===== src/rtl/usr_serdes.sv =====
// Universal shift register with a handshaked W-bit serializer (TX) and
// deserializer (RX). It converts between N-bit flits and narrow link lanes.
//
// Handshake rules: a TX beat transfers on a cycle where ser_out_valid and
// ser_out_ready are both high. An RX beat transfers on a cycle where
// ser_in_ready and ser_in_valid are both high. The assembled word transfers
// on a cycle where word_valid and word_ready are both high. A valid signal,
// and the data it qualifies, never changes while it waits for ready.
module usr_serdes #(
  parameter int N = 32,
  parameter int W = 8
) (
  input  logic         clk,
  input  logic         reset,
  input  logic [2:0]   op,
  input  logic [N-1:0] I,
  input  logic         right_in,
  input  logic         left_in,
  output logic [N-1:0] A,
  output logic [W-1:0] ser_out,
  output logic         ser_out_valid,
  input  logic         ser_out_ready,
  input  logic [W-1:0] ser_in,
  input  logic         ser_in_valid,
  output logic         ser_in_ready,
  output logic         word_valid,
  input  logic         word_ready,
  output logic         tx_done,
  output logic         busy,
  output logic [1:0]   state_dbg
);

  localparam int BEATS = N / W;
  localparam int CW    = (BEATS > 1) ? $clog2(BEATS) : 1;
  localparam logic [CW-1:0] LAST_BEAT = CW'(BEATS - 1);

  localparam logic [2:0] OP_NOP      = 3'd0;
  localparam logic [2:0] OP_SHR      = 3'd1;
  localparam logic [2:0] OP_SHL      = 3'd2;
  localparam logic [2:0] OP_LOAD     = 3'd3;
  localparam logic [2:0] OP_ROR      = 3'd4;
  localparam logic [2:0] OP_ROL      = 3'd5;
  localparam logic [2:0] OP_TX_START = 3'd6;
  localparam logic [2:0] OP_RX_START = 3'd7;

  typedef enum logic [1:0] {
    S_IDLE   = 2'd0,
    S_TX     = 2'd1,
    S_RX     = 2'd2,
    S_RXDONE = 2'd3
  } state_t;

  state_t        state, state_nxt;
  logic [N-1:0]  a_nxt;
  logic [CW-1:0] cnt, cnt_nxt;
  logic          tx_done_nxt;

  // State, shift register, beat counter and done pulse registers.
  always_ff @(posedge clk) begin
    if (reset) begin
      state   <= S_IDLE;
      A       <= '0;
      cnt     <= '0;
      tx_done <= 1'b0;
    end else begin
      state   <= state_nxt;
      A       <= a_nxt;
      cnt     <= cnt_nxt;
      tx_done <= tx_done_nxt;
    end
  end

  // Next-state, next register value and beat counting. Ops are only
  // decoded in IDLE; in every other state op is dropped.
  always_comb begin
    state_nxt   = state;
    a_nxt       = A;
    cnt_nxt     = cnt;
    tx_done_nxt = 1'b0;
    case (state)
      S_IDLE: begin
        case (op)
          OP_NOP:  a_nxt = A;
          OP_SHR:  a_nxt = {right_in, A[N-1:1]};
          OP_SHL:  a_nxt = {A[N-2:0], left_in};
          OP_LOAD: a_nxt = I;
          OP_ROR:  a_nxt = {A[0], A[N-1:1]};
          OP_ROL:  a_nxt = {A[N-2:0], A[N-1]};
          OP_TX_START: begin
            a_nxt     = I;
            cnt_nxt   = '0;
            state_nxt = S_TX;
          end
          OP_RX_START: begin
            cnt_nxt   = '0;
            state_nxt = S_RX;
          end
          default: a_nxt = A;
        endcase
      end
      S_TX: begin
        if (ser_out_ready) begin
          a_nxt   = {A[N-W-1:0], {W{1'b0}}};
          cnt_nxt = cnt + CW'(1);
          if (cnt == LAST_BEAT) begin
            cnt_nxt     = '0;
            state_nxt   = S_IDLE;
            tx_done_nxt = 1'b1;
          end
        end
      end
      S_RX: begin
        if (ser_in_valid) begin
          a_nxt   = {A[N-W-1:0], ser_in};
          cnt_nxt = cnt + CW'(1);
          if (cnt == LAST_BEAT) begin
            cnt_nxt   = '0;
            state_nxt = S_RXDONE;
          end
        end
      end
      S_RXDONE: begin
        if (word_ready) state_nxt = S_IDLE;
      end
      default: state_nxt = S_IDLE;
    endcase
  end

  // Lane and status outputs decoded straight from the registered state.
  always_comb begin
    ser_out       = A[N-1 -: W];
    ser_out_valid = (state == S_TX);
    ser_in_ready  = (state == S_RX);
    word_valid    = (state == S_RXDONE);
    busy          = (state != S_IDLE);
    state_dbg     = state;
  end

endmodule


===== config.mk =====
export PLATFORM = sky130hd
export DESIGN_NAME = usr_serdes
export DESIGN_NICKNAME = d
export VERILOG_FILES = /design/src/rtl/usr_serdes.sv
export SDC_FILE = /design/constraint.sdc
export NUM_CORES = 1
export LEC_CHECK = 0
export CAP_MARGIN = 20
export CORE_MARGIN = 5
export CORE_UTILIZATION = 47
export DETAILED_ROUTE_END_ITERATION = 12
export PLACE_DENSITY = 0.81
export RECOVER_POWER = 25
export SLEW_MARGIN = 20
export SYNTH_ARGS = -nofsm -noshare
export SYNTH_HDL_FRONTEND = slang
export SYNTH_SLANG_ARGS = --single-unit

===== constraint.sdc =====
create_clock -name clk -period 2.4 [get_ports clk]
set_input_delay 0.24 -clock clk [delete_from_list [all_inputs] [get_ports clk]]
set_output_delay 0.24 -clock clk [all_outputs]
set_load 0.02 [all_outputs]

==> flow_summary.ini <==
[route]
route.met2.wl_um = 4667
antenna_left = 0
wl_met1_um = 4153
routed_wl_um = 9585
vias_per_cell = 6.292
routedWlPerCell_um = 18.68
drt-initial-drc-count = 371
wl_met3_um = 547
via_count = 3228
dr.max_layer_used = met4
dr.pass1.iters = 5
drc = 0

[sta]
finalCritPeriodShare = 0.9297
maxSlewHeadroom = 0.5671
fin_crit_ps = 2231
slew_viol_final = 0
max_freq_mhz = 448.2
rsz0062_at_grt = false
fin_worst_skew_ps = 3.579
finalHoldViolations = 0
finalSetupTns_ps = 0
worst_slew_pin_slew_ps = 648.1
setup_viol = 0

[finish]
post-route-util = 0.6560
diodes = 0
nets = 493
final_cell_mix = 76 x clkdlybuf4s50_1, 48 x nand2_1, 37 x dfxtp_1
fin_cells = 513
nFillCells = 538
seq_area_um2 = 740.7
layout_commonest_cell = clkdlybuf4s50_1
area_growth_pct = 37.13
final_area_um2 = 4118
drive_gt1_frac = 0.1055
multi_input_area_um2 = 1984

[placement]
io_buffers = 96
dp_hpwl_um = 6583
gp_congestion = 0.8576
dpl.cell_count = 506
placed_area_um2 = 4030

[global_route]
antenna_found_initial = 0
grt_pass1_vias = 3125
grt-ovfl-total = 0
grt_usage = 0.2303
grt_max_degree = 53
grt_first_pass_wirelength_um = 15790

[yosys]
synth_xor_area_frac = 0.002917
syn_nets = 414
synthMuxAreaShare = 0.04417
ys_types = 59
yosys.area.top_type = dfxtp_1
async_flop_share = 0
synthAdderAreaFrac = 0.02917
yosys_most_used_dff = dfxtp_1
synth_edf_count = 0
synthTopCellsByArea = dfxtp_1 25%, a32o_1 7.7%, a211o_1 6.4%
yosysWarnings = 0
synth_top_area_frac = 0.2467
ys_ff_latch = 37
syn_area_um2 = 3003
synth_top_family_by_area = compound AO/OA/AOI/OAI gates
synth_compound_area_frac = 0.3646
yosysSeqAreaShare = 0.2467
yosys.area_share.simple = 0.2183
syn_area_per_cell_um2 = 8.411
synth_cells = 357

[hold_path]
hold_path_class = flip-flop to flip-flop
hold_end = cnt[1]
hold_depth = 2
hp-start = cnt[1]

[floorplan]
rows = 29
start_util = 0.4784
die_w_um = 89.93
ios = 97
die_h_um = 89.93
die_area_um2 = 8087
core_um2 = 6277

[power]
power_leakage_nw = 1.627
powerDensity_nw_per_um2 = 1279
vdd.ir_drop.worst_mv = 1.092

[cts]
htreeDepth = 2
clkSlewWorstSetupHoldPaths_ps = 80
cts_tree = yes
cts_hold_buf = 0
clockRootBuffer = clkbuf_8
post_cts.repair.setup_buffers = 0
cts-resized-gates = 1
cts_sinks = 37
cts_buffer_depth = 2
insertion_delay_ps = 290
numCtsBuffers = 5

[critical_path]
r2r_slack_ps = 170
arrival_ps = 2450
cp_slowest_cell = or3_1
r2r_end = A[1]
reg2regPathDepth = 6
cp-end-kind = flip-flop
r2r-start = state_dbg[0]
cp_max_fo = 8
crit_path_cell_trace = inv_1 > ha_1 > nor2b_1 > or4_4 > or3_1 > o221ai_2
startpoint_type = flip-flop
worstPathRequired_ps = 2620
critPathKind = flip-flop to flip-flop
crit_buf_inv = 1
cp_top_family = simple AND/OR/NAND/NOR gates
slowest_delay_ps = 550

[run_status]
status = complete, no violations

[flow_run]
cap_violations = 0
## cell usage after synthesis (3+ instances only)
| library cell | instances |
|---|---|
| nand2_1 | 48 |
| dfxtp_1 | 37 |
| a32o_1 | 23 |
| nor3b_1 | 23 |
| a211o_1 | 22 |
| a31o_1 | 20 |
| buf_2 | 19 |
| clkbuf_1 | 15 |
| a21oi_1 | 13 |
| inv_1 | 12 |
| nand3_1 | 12 |
| a211oi_1 | 9 |
| mux2_1 | 9 |
| a22o_1 | 8 |
| buf_4 | 8 |
| and2_1 | 7 |
| ha_1 | 7 |
| o221ai_2 | 7 |
| nor2_1 | 4 |
| nor2b_1 | 4 |
| o21ai_0 | 4 |
| nor3_1 | 3 |
## state kept, by name (all words and copies together) (netlist names)
signal and flops:
A 32, cnt 2, state_dbg 2, tx_done 1
## per-layer routing
| layer | vias to the layer above | global-route usage |
|---|---|---|
| met1 | 1540 | 0.3131 |
| met4 | 0 | 0.08065 |
| met2 | 145 | 0.3616 |
| met5 | - | 0 |
| met3 | 25 | 0.04674 |
| li1 | 1518 | - |
## worst max path at each step
stage	cells past startpoint	endpoint	start	slack [ps]
2_1_floorplan	7	A[7]	state_dbg[1]	140
3_3_place_gp	5	A[14]	ser_out_ready	20
3_5_place_dp	6	A[14]	state_dbg[0]	-20
4_1_cts	6	A[1]	state_dbg[0]	150
5_1_grt	6	A[1]	state_dbg[0]	40
6_report	6	A[1]	state_dbg[0]	170
## tightest hold or removal path, stage by stage (launching register included)
cell     delay (ps)
dfxtp_1         320
o21ai_0          90
a21oi_1          70
## logic make-up after synthesis
family                   Yosys count
multiplexers                      12
flip-flops                        37
adder cells (fa/ha/maj)            7
AND/OR/NAND/NOR                  119
AO/OA/AOI/OAI                    124
XOR/XNOR                           1
buffers and inverters             57
## report_power, final
group	leakage, nW	switching (mW)	internal [mW]	total (mW)
logic	1.28	1.83	1.73	3.56
clock network	0.0443	0.235	0.228	0.464
registers	0.303	0.358	0.878	1.24
total	1.63	2.43	2.84	5.27
## stage by stage
| step | power [mW] | worst slack [ps] | hold slack, ps |
|---|---|---|---|
| final | 5.265 | 168.7 | 516.2 |
| after global routing | 5.623 | 35.86 | 528.4 |
| after CTS | 5.315 | 152.3 | 520.0 |
| after detailed placement | 4.842 | -16.69 | 507.3 |
| after global placement | 4.775 | 21.58 | 472.1 |
| after floorplan | 3.626 | 140.0 | 389.0 |
## area by class of cell
type                            instances  area share
Clock buffer                            7     0.02097
Inverter                               12     0.01094
Multi-Input combinational cell        263      0.4819
Sequential cell                        37      0.1799
Tap cell                               77     0.02340
Timing Repair Buffer                  117      0.2829
Note: power is estimated with default switching activity, not from simulation.
